**config.mk**
```make
export PLATFORM = sky130hd
export DESIGN_NAME = max7219_chain_settings
export DESIGN_NICKNAME = d
export VERILOG_FILES = /design/src/rtl/max7219_chain_settings.sv
export SDC_FILE = /design/constraint.sdc
export NUM_CORES = 1
export LEC_CHECK = 0
export CAP_MARGIN = 20
export CELL_PAD_IN_SITES_DETAIL_PLACEMENT = 0
export CELL_PAD_IN_SITES_GLOBAL_PLACEMENT = 1
export CORE_UTILIZATION = 37
export DETAILED_ROUTE_END_ITERATION = 7
export PLACE_DENSITY = 0.81
export SETUP_SLACK_MARGIN = 0.3
export SYNTH_ARGS = -nofsm -noshare
export SYNTH_HDL_FRONTEND = slang
export SYNTH_SLANG_ARGS = --single-unit
```
**constraint.sdc**
```tcl
create_clock -name i_clk -period 2 [get_ports i_clk]
set_input_delay 0.4 -clock i_clk [delete_from_list [all_inputs] [get_ports i_clk]]
set_output_delay 0.4 -clock i_clk [all_outputs]
set_load 0.05 [all_outputs]
```
**src/rtl/max7219_chain_settings.sv**
```systemverilog
// Sequencer for a chain of NUM_DEVICES MAX7219s: expands a config broadcast or digit write into (addr,data) frames.
// Optional `MAX7219_CHAIN_BROADCAST_EN adds i_broadcast so a digit write lands on every device.
module max7219_chain_settings #(
  parameter int NUM_DEVICES = 4,
  parameter int DEV_W       = (NUM_DEVICES > 1) ? $clog2(NUM_DEVICES) : 1
) (
  input  logic             i_clk,
  input  logic             i_reset,
  input  logic             i_stb,
  output logic             o_busy,
  output logic             o_ack,
  input  logic [DEV_W-1:0] i_device,
  input  logic [2:0]       i_digit,
  input  logic [7:0]       i_segment,
  input  logic             i_write_config,
  input  logic [7:0]       i_decode_mode,
  input  logic [3:0]       i_intensity,
  input  logic [2:0]       i_scan_limit,
  input  logic             i_enable,
  input  logic             i_display_test,
`ifdef MAX7219_CHAIN_BROADCAST_EN
  input  logic             i_broadcast,
`endif
  input  logic             i_next,
  output logic             o_write,
  output logic             o_last,
  output logic [3:0]       o_addr,
  output logic [7:0]       o_data
);

  localparam logic [DEV_W-1:0] LAST_DEV = DEV_W'(NUM_DEVICES - 1);

  typedef enum logic [2:0] {IDLE, SETUP, WRITE, ADVANCE, DONE} state_t;

  state_t           state;
  logic [DEV_W-1:0] dev_cnt;
  logic [2:0]       reg_idx;
  logic             cfg_q;
  logic [DEV_W-1:0] dev_q;
  logic [2:0]       digit_q;
  logic [7:0]       seg_q;
  logic [7:0]       dec_q;
  logic [3:0]       int_q;
  logic [2:0]       scan_q;
  logic             en_q;
  logic             test_q;
  logic             bcast_q;
  logic [3:0]       word_addr;
  logic [7:0]       word_data;
  logic             last_reg;

`ifdef MAX7219_CHAIN_BROADCAST_EN
  always_ff @(posedge i_clk) begin
    if (i_reset)
      bcast_q <= 1'b0;
    else if ((state == IDLE || state == DONE) && i_stb)
      bcast_q <= i_broadcast;
  end
`else
  assign bcast_q = 1'b0;
`endif

  // An out-of-range i_device never matches the counter, so that frame is all NOOPs.
  always_comb begin
    word_addr = 4'h0;
    word_data = 8'h00;
    if (cfg_q) begin
      case (reg_idx)
        3'd0:    begin word_addr = 4'h9; word_data = dec_q;            end
        3'd1:    begin word_addr = 4'hA; word_data = {4'h0, int_q};    end
        3'd2:    begin word_addr = 4'hB; word_data = {5'h00, scan_q};  end
        3'd3:    begin word_addr = 4'hC; word_data = {7'h00, en_q};    end
        default: begin word_addr = 4'hF; word_data = {7'h00, test_q};  end
      endcase
    end else if (bcast_q || (dev_cnt == dev_q)) begin
      word_addr = {1'b0, digit_q} + 4'd1;
      word_data = seg_q;
    end
  end

  assign last_reg = cfg_q ? (reg_idx == 3'd4) : 1'b1;

  always_ff @(posedge i_clk) begin
    if (i_reset) begin
      state   <= IDLE;
      o_busy  <= 1'b0;
      o_ack   <= 1'b0;
      o_write <= 1'b0;
      o_last  <= 1'b0;
      o_addr  <= 4'h0;
      o_data  <= 8'h00;
      dev_cnt <= '0;
      reg_idx <= 3'd0;
      cfg_q   <= 1'b0;
      dev_q   <= '0;
      digit_q <= 3'd0;
      seg_q   <= 8'h00;
      dec_q   <= 8'h00;
      int_q   <= 4'h0;
      scan_q  <= 3'd0;
      en_q    <= 1'b0;
      test_q  <= 1'b0;
    end else begin
      o_ack <= 1'b0;
      case (state)
        // DONE already shows o_busy=0, so a strobe there is accepted like in IDLE.
        IDLE, DONE: begin
          if (i_stb) begin
            cfg_q   <= i_write_config;
            dev_q   <= i_device;
            digit_q <= i_digit;
            seg_q   <= i_segment;
            dec_q   <= i_decode_mode;
            int_q   <= i_intensity;
            scan_q  <= i_scan_limit;
            en_q    <= i_enable;
            test_q  <= i_display_test;
            dev_cnt <= LAST_DEV;
            reg_idx <= 3'd0;
            o_busy  <= 1'b1;
            state   <= SETUP;
          end else begin
            state <= IDLE;
          end
        end
        SETUP: begin
          o_addr  <= word_addr;
          o_data  <= word_data;
          o_last  <= (dev_cnt == '0);
          o_write <= 1'b1;
          state   <= WRITE;
        end
        WRITE: begin
          if (i_next) begin
            o_write <= 1'b0;
            state   <= ADVANCE;
          end
        end
        ADVANCE: begin
          if (dev_cnt != '0) begin
            dev_cnt <= dev_cnt - DEV_W'(1);
            state   <= SETUP;
          end else begin
            dev_cnt <= LAST_DEV;
            if (last_reg) begin
              o_ack  <= 1'b1;
              o_busy <= 1'b0;
              state  <= DONE;
            end else begin
              reg_idx <= reg_idx + 3'd1;
              state   <= SETUP;
            end
          end
        end
        default: state <= IDLE;
      endcase
    end
  end

endmodule
```
# Word-level counts from Yosys, hierarchy flattened
# Index checks and enable logic that the tools add are counted.
[word_totals] inputBits=35 regBits=55 output_inout_bits=16 wordCells=75
[classes] addsub=3 eq_ne=14 mux=26 bitwise=1 reduce_logical=13
[ops] cell="$pmux W8 S4" count=1
[ops] cell="$pmux W3 S4" count=2
[ops] cell="$mux W3" count=6
[ops] cell="$mux W8" count=2
[ops] cell="$eq A3 B2 Y1 const B" count=4
[ops] cell="$ne A2 B2 Y1 const B" count=5
[ops] cell="$mux W4" count=2
[ops] cell="$reduce_and A4 Y1" count=2
[ops] cell="$mux W1" count=7
[ops] cell="$eq A3 B1 Y1 const B" count=2
[ops] cell="$eq A3 B3 Y1 const B" count=2
[ops] cell="$logic_not A3 Y1" count=2
[ops] cell="$pmux W3 S2" count=1
[ops] cell="$reduce_and A2 Y1" count=3
[ops] cell="$reduce_bool A2 Y1" count=3
[ops] cell="$add A3 B1 Y4 const B" count=1
[ops] cell="$mux W2" count=2
[ops] cell="$pmux W1 S2" count=2
[ops] cell="$pmux W2 S2" count=1
[ops] cell="$add A3 B1 Y3 const B" count=1
[ops] cell="$reduce_or A3 Y1" count=1
[ops] cell="$eq A2 B2 Y1" count=1
[ops] cell="$logic_not A2 Y1" count=1
[ops] cell="$reduce_or A2 Y1" count=1
[ops] cell="other kinds (2)" count=2

# Longest topological paths before layout
# Gate-level depths: netlist of the first run.
[depth] word_depth=5 ltp_mapped=7 mapped_depth_nobuf=6

# Worst setup path before layout of the first run
# OpenSTA, ideal clock, no wires.
[synth_path] path_type="register to register" startpoint="register reg_idx[0]" endpoint="register reg_idx[2]" period_less_slack_ns=1.442 setup_slack_ns=0.558 stages_incl_launch_ff=7 setup_ns=0.120 required_time_ns=1.880 arrival_ns=1.322 path_buffers=0 cell_sequence="dfxtp_1 inv_1 ha_1 a21bo_2 o22ai_2 and2_4 o31ai_2"
[synth_via] elab_chain_cells=4 elab_cells_between_ends=8 classes_between="add/sub: 1; eq/ne: 2; mux: 4; reduce/logical: 1"
[synth_lines] element="start, declared" line="37" rtl="logic [2:0] reg_idx;"
[synth_lines] element="start signal, assigned" line="150" rtl="reg_idx <= reg_idx + 3'd1;"
[synth_lines] element="$add A3 B1 Y3 / $eq A3 B3 Y1 (equally long branches)" line="150, 81"
[synth_lines] element="$mux W3 / $mux W1 (equally long branches)" line="145, 81"
[synth_lines] element="$mux W3 / $ne A2 B2 Y1 (equally long branches)"
[synth_lines] element="$pmux W3 S2 / $reduce_and A4 Y1 (equally long branches)"
# Parallel ways exist; a longest one is shown, timed or not. The select of a mux whose other input is x is not followed.
# A chain may end at the register's enable or synchronous reset.

# Worst setup path in the final report of the first run
[layout_path] startpoint="register o_data[0]" endpoint="output port o_data[0]"
[layout_rtl] element="start, declared" line="28" rtl="output logic [7:0] o_data"
[layout_rtl] element="start signal, assigned" line="128" rtl="o_data <= word_data;"
# No word-level cell between the ends.

==> impl_results.html, run 1 <==
<table>
<tr><th>Metric</th><th>Value</th></tr>
<tr><th colspan="2">Power</th></tr>
<tr><td>Power Density</td><td>slightly above 1000 mW/mm^2</td></tr>
<tr><td>Static power due to leakage</td><td>0.00122 uW</td></tr>
<tr><td>Maximum VDD drop</td><td>0.408 mV</td></tr>
<tr><th colspan="2">Setup path</th></tr>
<tr><td>CP endpoint kind</td><td>primary output</td></tr>
<tr><td>Worst Reg-to-Reg Cells</td><td>5</td></tr>
<tr><td>Gate family responsible for the most delay along the worst path</td><td>buffers and inverters</td></tr>
<tr><td>Largest fanout of any net on the critical path</td><td>2</td></tr>
<tr><td>Classification of the worst setup path</td><td>reg2out</td></tr>
<tr><td>Crit-path max cell delay</td><td>0.53 ns</td></tr>
<tr><td>Cells along the critical path</td><td>dlygate4sd2_1</td></tr>
<tr><td>Endpoint of the most critical register-to-register path</td><td>o_addr[1]</td></tr>
<tr><td>Data required time of the critical path</td><td>1.60 ns</td></tr>
<tr><td>Slowest library cell on the worst path</td><td>sky130_fd_sc_hd__dlygate4sd2_1</td></tr>
<tr><td>Launch point of the worst reg-to-reg path</td><td>reg_idx[0]</td></tr>
<tr><td>Setup slack, reg-to-reg</td><td>0.40 ns</td></tr>
<tr><td>Arrival time at the worst endpoint</td><td>between 1 and 1.5 ns</td></tr>
<tr><td>Critical path buffer and inverter count</td><td>1</td></tr>
<tr><td>Startpoint type of the worst setup path</td><td>flip-flop</td></tr>
<tr><th colspan="2">Routing</th></tr>
<tr><td>ANT nets after route</td><td>0</td></tr>
<tr><td>Number of DRC markers after the initial detailed-route iteration</td><td>99</td></tr>
<tr><td>Remaining design rule violation count</td><td>0</td></tr>
<tr><td>Total number of vias</td><td>2,095</td></tr>
<tr><td>Number of iterations in the first detailed-routing pass</td><td>4</td></tr>
<tr><td>Average detailed-routed wire length per instance</td><td>13.8 microns</td></tr>
<tr><td>WL final</td><td>5.59 mm</td></tr>
<tr><td>Via-to-Cell Ratio</td><td>5.17</td></tr>
<tr><th colspan="2">Place</th></tr>
<tr><td># placed instances</td><td>397</td></tr>
<tr><td>Number of I/O port buffers</td><td>50</td></tr>
<tr><td>DP HPWL</td><td>3.99 mm</td></tr>
<tr><td>Global placement routability congestion</td><td>between 0.7 and 0.8</td></tr>
<tr><th colspan="2">Global routing</th></tr>
<tr><td>Initial antenna violation count</td><td>0</td></tr>
<tr><td>Maximum number of pins on one net before global-route repair</td><td>25</td></tr>
<tr><td>Global-route usage over all layers</td><td>17.8%</td></tr>
<tr><td>First-pass GRT wire length</td><td>between 9 and 10 mm</td></tr>
<tr><td>Total grt overflow</td><td>0</td></tr>
<tr><td>Vias in the first global route</td><td>between 1.5k and 2k</td></tr>
<tr><th colspan="2">Cells and area</th></tr>
<tr><td>Fillcell total</td><td>603</td></tr>
<tr><td>Number of nets in the layout</td><td>371</td></tr>
<tr><td>Final antenna diode count</td><td>0</td></tr>
<tr><td>Most common cell after layout, fill and taps aside</td><td>sky130_fd_sc_hd__nand2_1</td></tr>
<tr><td>Proportion of layout cells with a drive suffix above 1</td><td>approximately a tenth</td></tr>
<tr><td>Most frequent cells in the layout</td><td>sky130_fd_sc_hd__nand2_1 (70), sky130_fd_sc_hd__dfxtp_1 (55), sky130_fd_sc_hd__a21oi_1 (40)</td></tr>
<tr><td>Post-route non-filler standard cell count</td><td>405</td></tr>
<tr><td>Final Core Density</td><td>49.9%</td></tr>
<tr><td>Layout Area Growth over Synthesis</td><td>27.2%</td></tr>
<tr><th colspan="2">Timing</th></tr>
<tr><td>Total setup violations reported at the end of the flow</td><td>0</td></tr>
<tr><td>Highest clock rate</td><td>624 MHz</td></tr>
<tr><td>Total negative slack</td><td>0 ns</td></tr>
<tr><td>Worst slew slack as a fraction of its limit</td><td>65.5%</td></tr>
<tr><td>Final critical path time including I/O delays and setup</td><td>1.60 ns</td></tr>
<tr><td>Actual transition at the worst max-transition pin</td><td>just over 0.5 ns</td></tr>
<tr><td>Tcrit/Tclk final</td><td>80.2%</td></tr>
<tr><td>Unrepaired setup endpoints after global routing</td><td>false</td></tr>
<tr><td>Clock Skew</td><td>a little over 0.005 ns</td></tr>
<tr><td>Max-slew violation count</td><td>0</td></tr>
<tr><td>Final Hold Fails</td><td>0</td></tr>
<tr><th colspan="2">Floorplan</th></tr>
<tr><td>DIE HEIGHT</td><td>82.2 microns</td></tr>
<tr><td>I/O pin cnt</td><td>51</td></tr>
<tr><td>Die boundary width</td><td>82.2 microns</td></tr>
<tr><td>Number of rows in the core area</td><td>28</td></tr>
<tr><td>CORE AREA</td><td>0.00606 sq mm</td></tr>
<tr><td>Initial Util</td><td>between 30% and 40%</td></tr>
<tr><td>Total Die Area</td><td>0.00675 sq mm</td></tr>
<tr><th colspan="2">Synthesis</th></tr>
<tr><td>Proportion of synthesized flip-flops having asynchronous set or reset</td><td>0%</td></tr>
<tr><td>Sequential element share of the synthesized area</td><td>46.3%</td></tr>
<tr><td>Top flip-flop cell by instance count after synthesis</td><td>sky130_fd_sc_hd__dfxtp_1</td></tr>
<tr><td>Netlist cell types</td><td>39</td></tr>
<tr><td>Post-synthesis cell count</td><td>281</td></tr>
<tr><td>Synthesized cell area</td><td>roughly 0.0024 sq mm</td></tr>
<tr><td>Net count after synthesis</td><td>323</td></tr>
<tr><td>Number of flops mapped to enable cells by yosys</td><td>0</td></tr>
<tr><td>Number of flip-flops and latches in the synthesized netlist</td><td>55</td></tr>
<tr><td>Synthesized area per cell</td><td>roughly 8.5 sq um</td></tr>
<tr><td>Yosys synthesis warning count</td><td>0</td></tr>
<tr><th colspan="2">Clock network</th></tr>
<tr><td>Post-CTS Hold Fix Bufs</td><td>0</td></tr>
<tr><td>Master cell of the clock root buffer</td><td>sky130_fd_sc_hd__clkbuf_8</td></tr>
<tr><td>CTS buffer count</td><td>5</td></tr>
<tr><td>Clock latency of the later-clocked register in the worst-skew pair</td><td>0.31 ns</td></tr>
<tr><td>Bufs on Longest Clock Path</td><td>2</td></tr>
<tr><td>Clock Sinks</td><td>55</td></tr>
<tr><td>Total setup buffers inserted after CTS</td><td>0</td></tr>
<tr><td>CTS H-Tree Depth</td><td>2</td></tr>
<tr><td>Clk slew on worst S/H paths</td><td>0.10 ns</td></tr>
<tr><td>CTS tree</td><td>built</td></tr>
<tr><th colspan="2">Worst hold path</th></tr>
<tr><td>Hold path start</td><td>seg_q[3]</td></tr>
<tr><td>Worst Hold Depth</td><td>2</td></tr>
<tr><td>Classification of the worst-slack hold path</td><td>reg2reg</td></tr>
<tr><td>Sink of the worst hold path</td><td>seg_q[3]</td></tr>
<tr><th colspan="2">Outcome</th></tr>
<tr><td>Run status</td><td>completed</td></tr>
<tr><th colspan="2">Job</th></tr>
<tr><td>Maximum Capacitance Violations</td><td>0</td></tr>
</table>
[cell usage after synthesis, types with 2 or more instances]
| master | count | area [sq um] |
|---|---|---|
| sky130_fd_sc_hd__dfxtp_1 | 55 | 1100 |
| sky130_fd_sc_hd__buf_6 | 6 | 67.6 |
| sky130_fd_sc_hd__o211ai_1 | 2 | 15.0 |
| sky130_fd_sc_hd__or3_1 | 2 | 12.5 |
| sky130_fd_sc_hd__nor3_1 | 19 | 95.1 |
| sky130_fd_sc_hd__nand3_1 | 6 | 30.0 |
| sky130_fd_sc_hd__buf_4 | 2 | 15.0 |
| sky130_fd_sc_hd__ha_1 | 7 | 87.6 |
| sky130_fd_sc_hd__clkbuf_1 | 5 | 18.8 |
| sky130_fd_sc_hd__xor2_1 | 3 | 26.3 |
| sky130_fd_sc_hd__o31ai_2 | 3 | 37.5 |
| sky130_fd_sc_hd__inv_1 | 5 | 18.8 |
| sky130_fd_sc_hd__buf_2 | 3 | 15.0 |
| sky130_fd_sc_hd__a211oi_1 | 2 | 15.0 |
| sky130_fd_sc_hd__o21ai_0 | 4 | 20.0 |
| sky130_fd_sc_hd__a222oi_1 | 3 | 30.0 |
| sky130_fd_sc_hd__nand2_1 | 70 | 263 |
| sky130_fd_sc_hd__a221oi_1 | 5 | 43.8 |
| sky130_fd_sc_hd__a21oi_1 | 40 | 200 |
| sky130_fd_sc_hd__nor2_1 | 20 | 75.1 |
[through the flow]
step                      setup slack, ns  hold slack (ns)  total power, uW  cell area (sq um)
after floorplan                     0.558            0.436             2190               2380
after global placement              0.359            0.442             2500               2930
after detailed placement            0.309            0.446             2520               2930
after CTS                           0.360            0.460             3150               3010
after global routing                0.299            0.482             3310               3020
final                               0.397            0.459             3130               3020
[area by class of cell]
type	count	area (sq um)	area share, %
clock buffers	7	96.3	3.19
clock inverters	1	7.51	0.248
inverters	5	18.8	0.621
multi-input cells	204	1150	37.9
flip-flops and latches	55	1100	36.4
well taps	75	93.8	3.10
repair buffers	58	559	18.5
[repair_timing]
item / in CTS / in global routing
pin swaps: 0 / 1
setup endpoints to repair: 15 / 8
gates cloned: 0 / 0
gates resized for setup: 15 / 2
[tightest hold or removal path, stage by stage, from the launching register on]
cell,delay (ns)
sky130_fd_sc_hd__dfxtp_1,0.32
sky130_fd_sc_hd__nand2_1,0.05
sky130_fd_sc_hd__a21oi_1,0.05
[power breakdown]
part	leakage [uW]	internal, uW	switching (uW)
clock	0.0000505	316	363
combinational	0.000714	394	689
sequential	0.000451	1250	116
total	0.00122	1960	1170
[flip-flops by register name (all words and copies together) (netlist names)]
register and count:
o_busy 1, en_q 1, seg_q 8, test_q 1, int_q 4, reg_idx 3
o_ack 1, o_addr 4, state 3, dev_cnt 2, cfg_q 1, o_data 8
o_write 1, dec_q 8, digit_q 3, o_last 1, dev_q 2, scan_q 3
[cells by family after synthesis]
logic type,share of synthesized area [%]
fa+ha+maj,3.68
xor+xnor,1.47
simple gates,24.4
buf+inv,5.84
flops,46.3
compound gates,18.3
[how the worst max path moves through the flow]
stage	startpoint	slack, ns	to	cells after the start
floorplan	reg_idx[0]	0.56	reg_idx[2]	6
global placement	i_stb	0.36	dev_cnt[1]	5
detailed placement	i_stb	0.31	dev_cnt[1]	5
CTS	reg_idx[0]	0.36	reg_idx[0]	6
global route	reg_idx[0]	0.30	o_addr[1]	5
finish	o_data[0]	0.40	o_data[0]	1
[layer usage]
layer  part of all wire [%]  global-route usage [%]
met5                      0                       0
met3                    6.0                    3.63
met4                    1.6                    5.79
met1                     48                    24.8
met2                     44                    27.4
Note: power is estimated with default switching activity, not from simulation.
==> run 2, diff against run 1 <==
Settings changed: CORE_UTILIZATION 37 to 33, PLACE_DENSITY 0.81 to 0.76.
Clock period 2 ns to 1.4 ns, I/O delays scaled along.
==> impl_results.html, run 2 (same netlist as run 1, synthesis figures left out) <==
<table>
<tr><th>Metric</th><th>Value</th></tr>
<tr><th colspan="2">Outcome</th></tr>
<tr><td>Run status</td><td>finished with violations</td></tr>
<tr><td>Violated checks</td><td>setup timing</td></tr>
<tr><th colspan="2">Power</th></tr>
<tr><td>Combinational fraction of design power</td><td>51.8%</td></tr>
<tr><td>Static power due to leakage</td><td>0.00177 uW</td></tr>
<tr><td>Clock network fraction of total power</td><td>14.8%</td></tr>
<tr><td>Switching power</td><td>about 2300 uW</td></tr>
<tr><td>Maximum VDD drop</td><td>0.919 mV</td></tr>
<tr><td>Switching part of the total power</td><td>37.6%</td></tr>
<tr><td>Power Density</td><td>roughly 1400 mW/mm^2</td></tr>
<tr><td>Sequential share of power</td><td>33.4%</td></tr>
<tr><td>Cell Int Power</td><td>3870 uW</td></tr>
<tr><th colspan="2">Timing</th></tr>
<tr><td>Final Hold Fails</td><td>0</td></tr>
<tr><td>Total setup violations reported at the end of the flow</td><td>6</td></tr>
<tr><td>Total negative slack</td><td>-0.179 ns</td></tr>
<tr><td>Clock Skew</td><td>0.0138 ns</td></tr>
<tr><td>Actual transition at the worst max-transition pin</td><td>around 0.35 ns</td></tr>
<tr><td>Highest clock rate</td><td>around 680 MHz</td></tr>
<tr><td>Unrepaired setup endpoints after global routing</td><td>true</td></tr>
<tr><td>Max-slew violation count</td><td>0</td></tr>
<tr><td>Worst slew slack as a fraction of its limit</td><td>between 70% and 80%</td></tr>
<tr><td>Final critical path time including I/O delays and setup</td><td>1.47 ns</td></tr>
<tr><td>Tcrit/Tclk final</td><td>105%</td></tr>
<tr><td>Worst-case setup margin in the final layout</td><td>-0.0719 ns</td></tr>
<tr><th colspan="2">Clock network</th></tr>
<tr><td>CTS tree</td><td>built</td></tr>
<tr><td>Clk slew on worst S/H paths</td><td>0.11 ns</td></tr>
<tr><td>Master cell of the clock root buffer</td><td>sky130_fd_sc_hd__clkbuf_8</td></tr>
<tr><td>CTS buffer count</td><td>5</td></tr>
<tr><td>Clock latency of the later-clocked register in the worst-skew pair</td><td>0.32 ns</td></tr>
<tr><td>Clock Sinks</td><td>between 50 and 60</td></tr>
<tr><td>Bufs on Longest Clock Path</td><td>2</td></tr>
<tr><td>CTS H-Tree Depth</td><td>2</td></tr>
<tr><th colspan="2">Setup path</th></tr>
<tr><td>Critical path buffer and inverter count</td><td>1</td></tr>
<tr><td>Setup slack, reg-to-reg</td><td>-0.07 ns</td></tr>
<tr><td>Startpoint type of the worst setup path</td><td>flip-flop</td></tr>
<tr><td>Largest fanout of any net on the critical path</td><td>5</td></tr>
<tr><td>Classification of the worst setup path</td><td>reg2reg</td></tr>
<tr><td>Gate family responsible for the most delay along the worst path</td><td>simple AND/OR/NAND/NOR gates</td></tr>
<tr><td>Slowest library cell on the worst path</td><td>sky130_fd_sc_hd__dfxtp_4</td></tr>
<tr><td>CP endpoint kind</td><td>flip-flop</td></tr>
<tr><td>Data required time of the critical path</td><td>around 1.6 ns</td></tr>
<tr><td>Arrival time at the worst endpoint</td><td>1.69 ns</td></tr>
<tr><td>Cells along the critical path</td><td>buf_6 &gt; ha_4 &gt; or3_4 &gt; a221oi_4 &gt; nor3_2</td></tr>
<tr><td>Crit-path max cell delay</td><td>about 0.38 ns</td></tr>
<tr><th colspan="2">Job</th></tr>
<tr><td>Maximum Capacitance Violations</td><td>0</td></tr>
<tr><th colspan="2">Place</th></tr>
<tr><td>DP HPWL</td><td>4.15 mm</td></tr>
<tr><td>Worst slack after detailed placement</td><td>-0.133 ns</td></tr>
<tr><td>Post-DP Area</td><td>0.00339 sq mm</td></tr>
<tr><td>Number of I/O port buffers</td><td>50</td></tr>
<tr><td>Global placement routability congestion</td><td>0.726</td></tr>
<tr><th colspan="2">Routing</th></tr>
<tr><td>Total number of vias</td><td>roughly 2.4k</td></tr>
<tr><td>WL final</td><td>7.27 mm</td></tr>
<tr><td>Number of DRC markers after the initial detailed-route iteration</td><td>88</td></tr>
<tr><td>ANT nets after route</td><td>0</td></tr>
<tr><td>Number of iterations in the first detailed-routing pass</td><td>4</td></tr>
<tr><td>Average detailed-routed wire length per instance</td><td>between 15 and 20 microns</td></tr>
<tr><td>Via-to-Cell Ratio</td><td>~5.0</td></tr>
<tr><td>Remaining design rule violation count</td><td>0</td></tr>
<tr><th colspan="2">Global routing</th></tr>
<tr><td>Maximum number of pins on one net before global-route repair</td><td>29</td></tr>
<tr><td>Vias in the first global route</td><td>between 2k and 2.5k</td></tr>
<tr><td>Global-route usage over all layers</td><td>20.5%</td></tr>
<tr><td>Initial antenna violation count</td><td>0</td></tr>
<tr><td>Total grt overflow</td><td>0</td></tr>
<tr><td>First-pass GRT wire length</td><td>roughly 12 mm</td></tr>
<tr><th colspan="2">Floorplan</th></tr>
<tr><td>DIE HEIGHT</td><td>86.9 microns</td></tr>
<tr><td>I/O pin cnt</td><td>51</td></tr>
<tr><td>Total Die Area</td><td>0.00755 sq mm</td></tr>
<tr><td>Die boundary width</td><td>86.9 microns</td></tr>
<tr><td>Number of rows in the core area</td><td>30</td></tr>
<tr><td>Initial Util</td><td>between 30% and 40%</td></tr>
<tr><td>CORE AREA</td><td>between 0.006 and 0.007 sq mm</td></tr>
<tr><th colspan="2">Cells and area</th></tr>
<tr><td>Fillcell total</td><td>546</td></tr>
<tr><td>Proportion of layout cells with a drive suffix above 1</td><td>57.8%</td></tr>
<tr><td>Area of all placed cells without fillers</td><td>0.00450 sq mm</td></tr>
<tr><td>Final antenna diode count</td><td>0</td></tr>
<tr><td>Most frequent cells in the layout</td><td>sky130_fd_sc_hd__nand2_1 (35), sky130_fd_sc_hd__clkdlybuf4s50_1 (33), sky130_fd_sc_hd__dfxtp_1 (28)</td></tr>
<tr><td>Area of combinational cells with multiple inputs</td><td>between 0.0015 and 0.002 sq mm</td></tr>
<tr><td>Largest registers</td><td>dec_q x8, o_data x8, seg_q x8</td></tr>
<tr><td>Number of nets in the layout</td><td>420</td></tr>
<tr><td>Register area</td><td>0.00116 sq mm</td></tr>
<tr><td>Most common cell after layout, fill and taps aside</td><td>sky130_fd_sc_hd__nand2_1</td></tr>
<tr><td>Layout Area Growth over Synthesis</td><td>89.2%</td></tr>
<tr><th colspan="2">Worst hold path</th></tr>
<tr><td>Classification of the worst-slack hold path</td><td>in2reg</td></tr>
</table>
## run 2: changes by cell type in the layout (fill, tap and decap cells not counted), moves of 6 or more
cell	before	now
sky130_fd_sc_hd__buf_12	2	26
sky130_fd_sc_hd__dfxtp_1	55	28
sky130_fd_sc_hd__dlygate4sd2_1	15	0
sky130_fd_sc_hd__dfxtp_2	0	18
sky130_fd_sc_hd__a21oi_1	40	14
sky130_fd_sc_hd__nand2_2	0	11
sky130_fd_sc_hd__dfxtp_4	0	9
sky130_fd_sc_hd__nor3_1	19	12
sky130_fd_sc_hd__buf_6	0	15
sky130_fd_sc_hd__buf_4	7	27
sky130_fd_sc_hd__a21oi_2	1	26
sky130_fd_sc_hd__ha_4	0	6
sky130_fd_sc_hd__nand2_1	70	35
sky130_fd_sc_hd__nand2_4	0	24
## run 2: metrics by stage
stage	hold slack, ns	std cells	power (uW)	util (%)
3_5_place_dp	0.450	433	4170	49.3
6_report	0.289	475	6200	65.5
2_1_floorplan	0.416	281	3240	-
4_1_cts	0.277	467	5960	62.5
5_1_grt	0.293	475	6510	65.5
3_3_place_gp	0.442	433	4140	49.3
## run 2: cell type report
type	count	area share, %
Sequential cell	55	25.7
Inverter	5	0.640
Clock inverter	3	0.501
Timing Repair Buffer	107	29.8
Clock buffer	5	1.53
Multi-Input combinational cell	204	39.1
Tap cell	96	2.67
## run 2: power by group through the flow
stage	logic, uW	clock network (uW)	registers [uW]
CTS	2970	937	2050
floorplan	979	0	2260
global route	3400	1010	2100
detailed placement	2100	0	2070
finish	3210	919	2070
global placement	2080	0	2060
## run 2: final timing paths
path,startpoint,endpoint,depth (start not counted)
worst max-delay path,reg_idx[1],o_addr[1],5
worst min register to register,int_q[2],int_q[2],2
worst min-delay path,i_reset,reg_idx[2],2
worst max register to register,reg_idx[1],o_addr[1],5
## run 2: timing repair
item	4_1_cts	5_1_grt
resized for setup	147	31
hold buffers	0	0
endpoints found under the setup margin	69	70
gates cloned	5	0
hold endpoints to repair	0	0
pin swaps	33	24
setup buffers	21	8
## run 2: metal layers
metal / GRT usage [%] / part of all wire [%] / up-vias
met3: 3.98 / 3.3 / 14
met2: 34.4 / 51 / 43
met5: 0 / 0 / -
met4: 11.8 / 2.5 / 0
li1: - / - / 1170
met1: 24.3 / 43 / 1138
==> run 3, diff against run 2 <==
Settings changed: SETUP_SLACK_MARGIN 0.3 to 0.15.
==> impl_results.html, run 3 (same netlist as run 1, synthesis figures left out) <==
<table>
<tr><th>Metric</th><th>Value</th></tr>
<tr><th colspan="2">Setup path</th></tr>
<tr><td>Startpoint type of the worst setup path</td><td>flip-flop</td></tr>
<tr><td>Cells along the critical path</td><td>inv_6 &gt; ha_4 &gt; buf_4 &gt; buf_6 &gt; a22oi_2 &gt; o21ai_1 &gt; a21oi_1 &gt; nor3_1</td></tr>
<tr><td>Crit-path max cell delay</td><td>0.42 ns</td></tr>
<tr><td>Data required time of the critical path</td><td>roughly 1.6 ns</td></tr>
<tr><td>Largest fanout of any net on the critical path</td><td>6</td></tr>
<tr><td>Gate family responsible for the most delay along the worst path</td><td>flip-flops</td></tr>
<tr><td>Slowest library cell on the worst path</td><td>sky130_fd_sc_hd__dfxtp_4</td></tr>
<tr><td>CP endpoint kind</td><td>flip-flop</td></tr>
<tr><td>Arrival time at the worst endpoint</td><td>1.64 ns</td></tr>
<tr><td>Critical path buffer and inverter count</td><td>3</td></tr>
<tr><td>Classification of the worst setup path</td><td>reg2reg</td></tr>
<tr><th colspan="2">Power</th></tr>
<tr><td>Static power due to leakage</td><td>0.00147 uW</td></tr>
<tr><td>Switching part of the total power</td><td>35.2%</td></tr>
<tr><td>Switching power</td><td>1910 uW</td></tr>
<tr><td>Combinational fraction of design power</td><td>43.0%</td></tr>
<tr><td>Design Power</td><td>5430 uW</td></tr>
<tr><td>Clock network fraction of total power</td><td>19.4%</td></tr>
<tr><td>Power Density</td><td>between 1000 and 1500 mW/mm^2</td></tr>
<tr><td>Cell Int Power</td><td>3520 uW</td></tr>
<tr><td>Sequential share of power</td><td>a little under two fifths</td></tr>
<tr><td>Maximum VDD drop</td><td>0.614 mV</td></tr>
<tr><th colspan="2">Cells and area</th></tr>
<tr><td>Proportion of layout cells with a drive suffix above 1</td><td>33.5%</td></tr>
<tr><td>Number of nets in the layout</td><td>399</td></tr>
<tr><td>Most frequent cells in the layout</td><td>sky130_fd_sc_hd__nand2_1 (60), sky130_fd_sc_hd__dfxtp_1 (46), sky130_fd_sc_hd__a21oi_1 (38)</td></tr>
<tr><td>Area of all placed cells without fillers</td><td>about 0.0038 sq mm</td></tr>
<tr><td>Largest registers</td><td>dec_q x8, o_data x8, seg_q x8</td></tr>
<tr><td>Most common cell after layout, fill and taps aside</td><td>sky130_fd_sc_hd__nand2_1</td></tr>
<tr><td>Layout Area Growth over Synthesis</td><td>60.9%</td></tr>
<tr><td>Final antenna diode count</td><td>0</td></tr>
<tr><th colspan="2">Timing</th></tr>
<tr><td>Actual transition at the worst max-transition pin</td><td>about 0.27 ns</td></tr>
<tr><td>Max-slew violation count</td><td>0</td></tr>
<tr><td>Highest clock rate</td><td>701 MHz</td></tr>
<tr><td>Total setup violations reported at the end of the flow</td><td>5</td></tr>
<tr><td>Final critical path time including I/O delays and setup</td><td>1.43 ns</td></tr>
<tr><td>Worst slew slack as a fraction of its limit</td><td>81.7%</td></tr>
<tr><td>Tcrit/Tclk final</td><td>102%</td></tr>
<tr><td>Clock Skew</td><td>0.00874 ns</td></tr>
<tr><td>Worst-case setup margin in the final layout</td><td>-0.0268 ns</td></tr>
<tr><td>Final Hold Fails</td><td>0</td></tr>
<tr><td>Unrepaired setup endpoints after global routing</td><td>true</td></tr>
<tr><td>Worst hold slack</td><td>0.319 ns</td></tr>
<tr><th colspan="2">Place</th></tr>
<tr><td>Global placement routability congestion</td><td>0.743</td></tr>
<tr><td>DP HPWL</td><td>4.22 mm</td></tr>
<tr><td>Number of I/O port buffers</td><td>50</td></tr>
<tr><td>Post-DP Area</td><td>between 0.003 and 0.004 sq mm</td></tr>
<tr><th colspan="2">Floorplan</th></tr>
<tr><td>I/O pin cnt</td><td>51</td></tr>
<tr><td>Initial Util</td><td>between 30% and 40%</td></tr>
<tr><td>Total Die Area</td><td>0.00755 sq mm</td></tr>
<tr><td>Number of rows in the core area</td><td>30</td></tr>
<tr><td>CORE AREA</td><td>0.00687 sq mm</td></tr>
<tr><td>DIE HEIGHT</td><td>between 80 and 90 microns</td></tr>
<tr><td>Die boundary width</td><td>86.9 microns</td></tr>
<tr><th colspan="2">Routing</th></tr>
<tr><td>Number of DRC markers after the initial detailed-route iteration</td><td>124</td></tr>
<tr><td>ANT nets after route</td><td>0</td></tr>
<tr><td>WL final</td><td>6.29 mm</td></tr>
<tr><td>Average detailed-routed wire length per instance</td><td>13.9 microns</td></tr>
<tr><td>Number of iterations in the first detailed-routing pass</td><td>7</td></tr>
<tr><td>Total number of vias</td><td>approximately 2.2k</td></tr>
<tr><td>Remaining design rule violation count</td><td>0</td></tr>
<tr><td>Via-to-Cell Ratio</td><td>4.90</td></tr>
<tr><th colspan="2">Clock network</th></tr>
<tr><td>Master cell of the clock root buffer</td><td>sky130_fd_sc_hd__clkbuf_8</td></tr>
<tr><td>Clock latency of the later-clocked register in the worst-skew pair</td><td>~0.31 ns</td></tr>
<tr><td>CTS buffer count</td><td>5</td></tr>
<tr><td>Clock Sinks</td><td>55</td></tr>
<tr><td>CTS H-Tree Depth</td><td>2</td></tr>
<tr><td>CTS tree</td><td>built</td></tr>
<tr><td>Bufs on Longest Clock Path</td><td>2</td></tr>
<tr><td>Clk slew on worst S/H paths</td><td>roughly 0.10 ns</td></tr>
<tr><th colspan="2">Outcome</th></tr>
<tr><td>Violated checks</td><td>setup timing</td></tr>
<tr><td>Run status</td><td>finished with violations</td></tr>
<tr><th colspan="2">Global routing</th></tr>
<tr><td>Maximum number of pins on one net before global-route repair</td><td>36</td></tr>
<tr><td>Vias in the first global route</td><td>2,056</td></tr>
<tr><td>Total grt overflow</td><td>0</td></tr>
<tr><td>Global-route usage over all layers</td><td>17.1%</td></tr>
<tr><td>First-pass GRT wire length</td><td>between 9 and 10 mm</td></tr>
<tr><td>Initial antenna violation count</td><td>0</td></tr>
<tr><th colspan="2">Job</th></tr>
<tr><td>Maximum Capacitance Violations</td><td>0</td></tr>
<tr><th colspan="2">Worst hold path</th></tr>
<tr><td>Classification of the worst-slack hold path</td><td>in2reg</td></tr>
</table>
-- run 3: power by group through the flow --
stage / registers [uW] / logic, uW / clock network, uW
after floorplan: 2240 / 918 / 0
final: 2040 / 2340 / 1050
after detailed placement: 2040 / 2060 / 0
after global routing: 2080 / 2510 / 1160
after CTS: 2030 / 2150 / 1090
after global placement: 2040 / 2030 / 0
-- run 3: repair_timing --
action,CTS,global route
cloned,0,1
hold buffers,0,0
pin swaps,17,30
resized for setup,35,29
setup buffers,4,7
hold endpoints to repair,0,0
setup endpoints to repair,50,20
-- run 3: path summary, 6_finish.rpt --
path,cells past startpoint,slack [ns],end,start
max,8,-0.03,o_data[3],reg_idx[0]
min reg2reg,2,0.46,seg_q[2],seg_q[2]
min,2,0.32,reg_idx[0],i_reset
max reg2reg,8,-0.03,o_data[3],reg_idx[0]
-- run 3: routing by layer --
layer | GRT usage [%] | vias to the layer above | wire, microns
met5 | 0 | - | 0
met4 | 5.45 | 0 | 127
met3 | 3.13 | 8 | 248
met2 | 28.3 | 49 | 3080
met1 | 22.6 | 1047 | 2840
li1 | - | 1122 | -
-- run 3: area by class of cell --
cell class / count / area (sq um)
clock buffers: 5 / 68.8
clock inverters: 3 / 43.8
fillers: 623 / 3040
inverters: 5 / 26.3
multi-input cells: 204 / 1390
flip-flops and latches: 55 / 1120
well taps: 96 / 120
repair buffers: 86 / 1060
-- run 3: per-stage QoR --
step | setup WS [ns] | TNS, ns | util, % | cells
after floorplan | 0.0863 | 0 | - | 281
after global placement | -0.130 | -1.11 | 48.5 | 434
after detailed placement | -0.158 | -2.24 | 48.5 | 434
after CTS | -0.0151 | -0.0258 | 52.8 | 446
after global routing | -0.122 | -0.750 | 55.7 | 454
final | -0.0268 | -0.0817 | 55.7 | 454
==> RTL edit 1 (config.mk and constraints of run 1) <==
The parameter `NUM_DEVICES` goes from 4 to 2.
--- a/src/rtl/max7219_chain_settings.sv
+++ b/src/rtl/max7219_chain_settings.sv
@@ -1,7 +1,7 @@
 // Sequencer for a chain of NUM_DEVICES MAX7219s: expands a config broadcast or digit write into (addr,data) frames.
 // Optional `MAX7219_CHAIN_BROADCAST_EN adds i_broadcast so a digit write lands on every device.
 module max7219_chain_settings #(
-  parameter int NUM_DEVICES = 4,
+  parameter int NUM_DEVICES = 2,
   parameter int DEV_W       = (NUM_DEVICES > 1) ? $clog2(NUM_DEVICES) : 1
 ) (
   input  logic             i_clk,
Ports: changed (resized i_device); port bits go from 51 to 50. The function was not compared with the original's and may differ.
==> RTL edit 1 against run 1 <==
- setup slack gained 0.0029 ns
- power decreased by 3.4%
- combinational power fell by 9%
- wire length down 4.1%
- sequential share of layout area fell by 1.5 points
- clock skew decreased by 0.0016 ns
- cell area increased by 1.1%
- sequential cell count is 2 lower
- synthesized area shrank 2.7%
- fmax increased by 0.18%
- critical endpoint is now o_addr[2]$_SDFFE_PP0N_
- largest power group unchanged
==> RTL edit 1: results (changes against run 1) <==
[worst_setup_path]
critPathMaxFanout=5  ; +3
slowest_delay_ns=0.37  ; -0.16 ns
crit_slowest_cell=dfxtp_4
cp.arrival_ns=1.80  ; +0.60 ns
r2r_cells=5  ; unchanged
setup.worst_path.start=reg_idx[0]$_SDFFE_PP0P_

[pwr]
vdd_drop_max_uv=455  ; +11%
leakage_nw=1.20  ; -0.93%
switchingPower_mw=1.08  ; -7.1%

[grt]
antenna_found_initial=0  ; unchanged
grt_usage_pct=17.1  ; -0.73 points
grt_pass1_wl_um=8530  ; -6.3%
grt_max_degree=39  ; +56%

[yosys]
synth_fa_ha_area_share_pct=3.25  ; -0.44 points
synthXorXnorAreaFrac_pct=1.14  ; -0.34 points
yosys_warnings=0  ; unchanged
ys_types=43  ; +10%
yosysSeqAreaShare_pct=45.9  ; -0.43 points
synth_common_cells=nand2_1, dfxtp_1, a21oi_1
yosys-top-cells-area=dfxtp_1, nand2_1, a21oi_1
synth.area.mux_share_pct=1.35  ; +1.4 points
syn_nets=313  ; -3.1%
synth_compound_area_share_pct=17.6  ; -0.68 points

[final_layout]
nNetsFinal=360  ; -3.0%
fillers=603  ; unchanged
drive_above_1_share_pct=13.1  ; +3.7 points

[clock_network]
path_clk_slew_ns=0.09
cts-buffers-inserted=5  ; unchanged

[timing]
fin_worst_skew_ns=0.00347  ; -0.00164 ns
tightest_slew_ns=0.503  ; -0.0126 ns

[route]
drt_iter0_drc=100  ; +1.0%
wl_per_cell_um=13.5  ; -1.9%
via_count=2022  ; -3.5%

[placed_design]
port_buffers=49  ; -2.0%
gp_congestion=0.763  ; -2.3%

[outcome]
status=finished, final reports clean

[min_path]
min_path_type=input port to flip-flop

RTL edit 1: worst min path at each step:
| stage | startpoint | end | slack [ns] | cells past startpoint |
|---|---|---|---|---|
| floorplan | dec_q[2]$_SDFFE_PP0N_ | dec_q[2]$_SDFFE_PP0N_ | 0.44 | 2 |
| global placement | seg_q[7]$_SDFFE_PP0N_ | seg_q[7]$_SDFFE_PP0N_ | 0.44 | 2 |
| detailed placement | dec_q[3]$_SDFFE_PP0N_ | dec_q[3]$_SDFFE_PP0N_ | 0.45 | 2 |
| CTS | dec_q[3]$_SDFFE_PP0N_ | dec_q[3]$_SDFFE_PP0N_ | 0.46 | 2 |
| global route | i_reset | int_q[3]$_SDFFE_PP0N_ | 0.47 | 2 |
| finish | i_reset | o_last$_SDFFE_PP0N_ | 0.46 | 2 |
RTL edit 1: repair_timing:
| item | in CTS | in global routing |
|---|---|---|
| cloned | 0 | 0 |
| setup buffers | 1 | 1 |
| pin swaps | 2 | 2 |
| resized for setup | 18 | 17 |
| endpoints found under the setup margin | 24 | 9 |
RTL edit 1: power by group through the flow:
stage,registers (mW),logic [mW],clock network [mW]
6_report,1.32,0.985,0.717
3_3_place_gp,1.35,1.02,0
5_1_grt,1.34,1.08,0.781
2_1_floorplan,1.53,0.541,0
3_5_place_dp,1.35,1.03,0
4_1_cts,1.32,0.992,0.736
RTL edit 1: critical path: cells and delay by family (launching register included):
| family | cells | cell delay [ns] |
|---|---|---|
| AOI/OAI and AO/OA | 1 | 0.27 |
| adders and majority gates | 2 | 0.42 |
| DFF | 1 | 0.37 |
| and+or+nand+nor | 2 | 0.43 |
RTL edit 1: final cells by class:
cell class | count | area [sq um] | share of cell area (%)
clock inverters | 2 | 38.8 | 1.27
inverters | 4 | 15.0 | 0.491
flip-flops and latches | 53 | 1070 | 35.0
multi-input cells | 196 | 1190 | 39.1
repair buffers | 60 | 573 | 18.7
well taps | 75 | 93.8 | 3.07
clock buffers | 6 | 72.6 | 2.37
RTL edit 1: metal layers:
metal | vias to the layer above | global-route usage (%) | part of all wire, %
met4 | 0 | 5.89 | 1.6
met5 | - | 0 | 0
met3 | 8 | 3.82 | 4.0
met1 | 941 | 22.0 | 47
met2 | 41 | 28.2 | 48
li1 | 1032 | - | -
RTL edit 1: per-stage QoR:
step / worst slack, ns / cell area (sq um) / cells / hold WS [ns] / util, %
3_5_place_dp: 0.211 / 2860 / 386 / 0.447 / 47.7
6_report: 0.399 / 3060 / 396 / 0.457 / 51.0
4_1_cts: 0.306 / 2970 / 395 / 0.460 / 49.5
5_1_grt: 0.280 / 3060 / 396 / 0.468 / 51.0
2_1_floorplan: 0.306 / 2310 / 273 / 0.436 / -
3_3_place_gp: 0.237 / 2860 / 386 / 0.444 / 47.7
==> RTL edit 2 (settings of run 1) <==
Made on the original files. Re-encode `state_t` (5 states) as Gray code, 3 bits wide.
--- a/src/rtl/max7219_chain_settings.sv
+++ b/src/rtl/max7219_chain_settings.sv
@@ -30,7 +30,7 @@
 
   localparam logic [DEV_W-1:0] LAST_DEV = DEV_W'(NUM_DEVICES - 1);
 
-  typedef enum logic [2:0] {IDLE, SETUP, WRITE, ADVANCE, DONE} state_t;
+  typedef enum logic [2:0] {IDLE = 3'b000, SETUP = 3'b001, WRITE = 3'b011, ADVANCE = 3'b010, DONE = 3'b110} state_t;
 
   state_t           state;
   logic [DEV_W-1:0] dev_cnt;
Formal check against the unedited RTL: no difference found for any inputs over 10 cycles, from zero or initial values and one cycle with i_reset high; not proved beyond that.
==> RTL edit 2 against run 1 <==
- fmax is essentially flat
- power shrank 9.4%
- utilization grew 0.29 points
- non-clock buffer count grew 1
- setup slack is essentially flat
- cell area shrank 1.2%
- count of clock-buffer cells in the layout is the same
- synthesized area shrank 2.8%
- synthesized cell count grew 0.36%
- via count shrank 2.9%
- sequential cell count is the same
- wire length shrank 5.2%
- critical endpoint is now o_data[5]
- largest cell class unchanged
==> RTL edit 2: results (changes against run 1) <==
[clock_network]
path_clk_slew_ns=0.09
post_cts_buffers=0  ; unchanged

[timing]
tightest_slew_ns=0.516  ; +0.000884 ns
fin_crit_ns=1.60  ; +0.0000280 ns
fin_worst_skew_ns=0.00211  ; -0.00300 ns

[yosys]
syn_nets=324  ; +0.31%
yosysSeqAreaShare_pct=47.6  ; +1.3 points
synth_common_cells=nand2_1, dfxtp_1, a21oi_1
ys_types=34  ; -13%
syn_area_per_cell_sq_um=8.19  ; -3.1%
yosys-top-cells-area=dfxtp_1, nand2_1, a21oi_1

[placed_design]
gp_congestion=0.759  ; -2.9%
hpwl_um=3820  ; -4.3%
dpl-instance-area_sq_mm=0.00289  ; -1.4%
port_buffers=50  ; unchanged
dpl_worst_slack_ns=0.116  ; -0.194 ns

[final_layout]
drive_above_1_share_pct=9.15  ; -0.25 points
layoutNonFillerInstCount=403  ; -0.49%
nNetsFinal=369  ; -0.54%
fillers=625  ; +3.6%

[pwr]
vdd_drop_max_uv=437  ; +7.1%
leakage_nw=1.20  ; -1.5%

[worst_setup_path]
worstReg2RegStart=state[2]$_SDFFE_PP0P_
critPathMaxFanout=2  ; unchanged
r2r_slack_ns=0.40  ; about the same
setup.worst_path.start=o_data[5]$_SDFFE_PP0P_
cp.arrival_ns=1.20  ; about the same
slowest_delay_ns=0.54

[min_path]
hold_path_startpoint=i_reset
min_path_type=input port to flip-flop

[route]
vias_per_cell=5.05  ; -2.4%
drt_iter0_drc=132  ; +33%
routed_wl_um=5300  ; -5.2%

[grt]
grt_pass1_wl_um=8910  ; -2.1%
use_met2_pct=28.1  ; +0.63 points
grt.met1_usage_pct=24.1  ; -0.67 points
met3_usage_pct=3.48  ; -0.14 points
grt_max_degree=52  ; +110%
first_global_vias=1908  ; -0.93%
grt_usage_pct=18.0  ; +0.15 points

[outcome]
status=finished, final reports clean

==> RTL edit 2: cell types whose count changed after synthesis, moves of 3 or more <==
cell and delta:
nor3_1 -3, clkbuf_1 +5, nand2b_1 +4, buf_2 +4
o31ai_2 -3, buf_6 -6, nand3_1 -4
==> RTL edit 2: metal layers <==
layer	share of wire (%)	vias up	wire [um]
met1	48	925	2520
met5	0	-	0
li1	-	1055	-
met2	45	50	2410
met3	5.4	4	285
met4	1.6	0	84
==> RTL edit 2: report_power, final <==
group	total [mW]	switching, mW	internal (mW)
sequential	1.33	0.0947	1.23
clock	0.584	0.337	0.247
combinational	0.926	0.571	0.355
==> RTL edit 2: layout make-up <==
class | count | area, sq um | area share (%)
Clock buffer | 7 | 76.3 | 2.55
Clock inverter | 1 | 5.00 | 0.168
Inverter | 6 | 22.5 | 0.754
Multi-Input combinational cell | 200 | 1130 | 37.8
Sequential cell | 55 | 1100 | 37.0
Tap cell | 75 | 93.8 | 3.14
Timing Repair Buffer | 59 | 556 | 18.6
==> RTL edit 2: what timing repair did <==
item                       4_1_cts  5_1_grt
hold buffers                     0        0
pin swaps                        0        1
hold endpoints to repair         0        0
resized for setup               18        8
setup endpoints to repair       37       20
==> RTL edit 2: cell families (layout without fill, tap and decap cells) <==
| family | Yosys count | in the layout | synth area share (%) |
|---|---|---|---|
| AO/OA/AOI/OAI | 67 | 67 | 18.5 |
| buffers and inverters | 27 | 73 | 5.25 |
| adder cells (fa/ha/maj) | 7 | 7 | 3.79 |
| XOR/XNOR | 5 | 5 | 1.89 |
| flip-flops | 55 | 55 | 47.6 |
| AND/OR/NAND/NOR | 121 | 121 | 23.0 |
==> RTL edit 2: path summary, 6_finish.rpt <==
path | endpoint | depth (start not counted)
max | o_data[5] | 1
min | dev_cnt[1]$_SDFFE_PP0P_ | 2
max reg2reg | reg_idx[2]$_SDFFE_PP0P_ | 4
min reg2reg | o_last$_SDFFE_PP0P_ | 2
==> RTL edit 2: through the flow <==
step	hold slack [ns]	total power, mW
2_1_floorplan	0.436	1.96
3_3_place_gp	0.442	2.28
3_5_place_dp	0.448	2.29
4_1_cts	0.342	2.85
5_1_grt	0.351	3.03
6_report	0.353	2.84
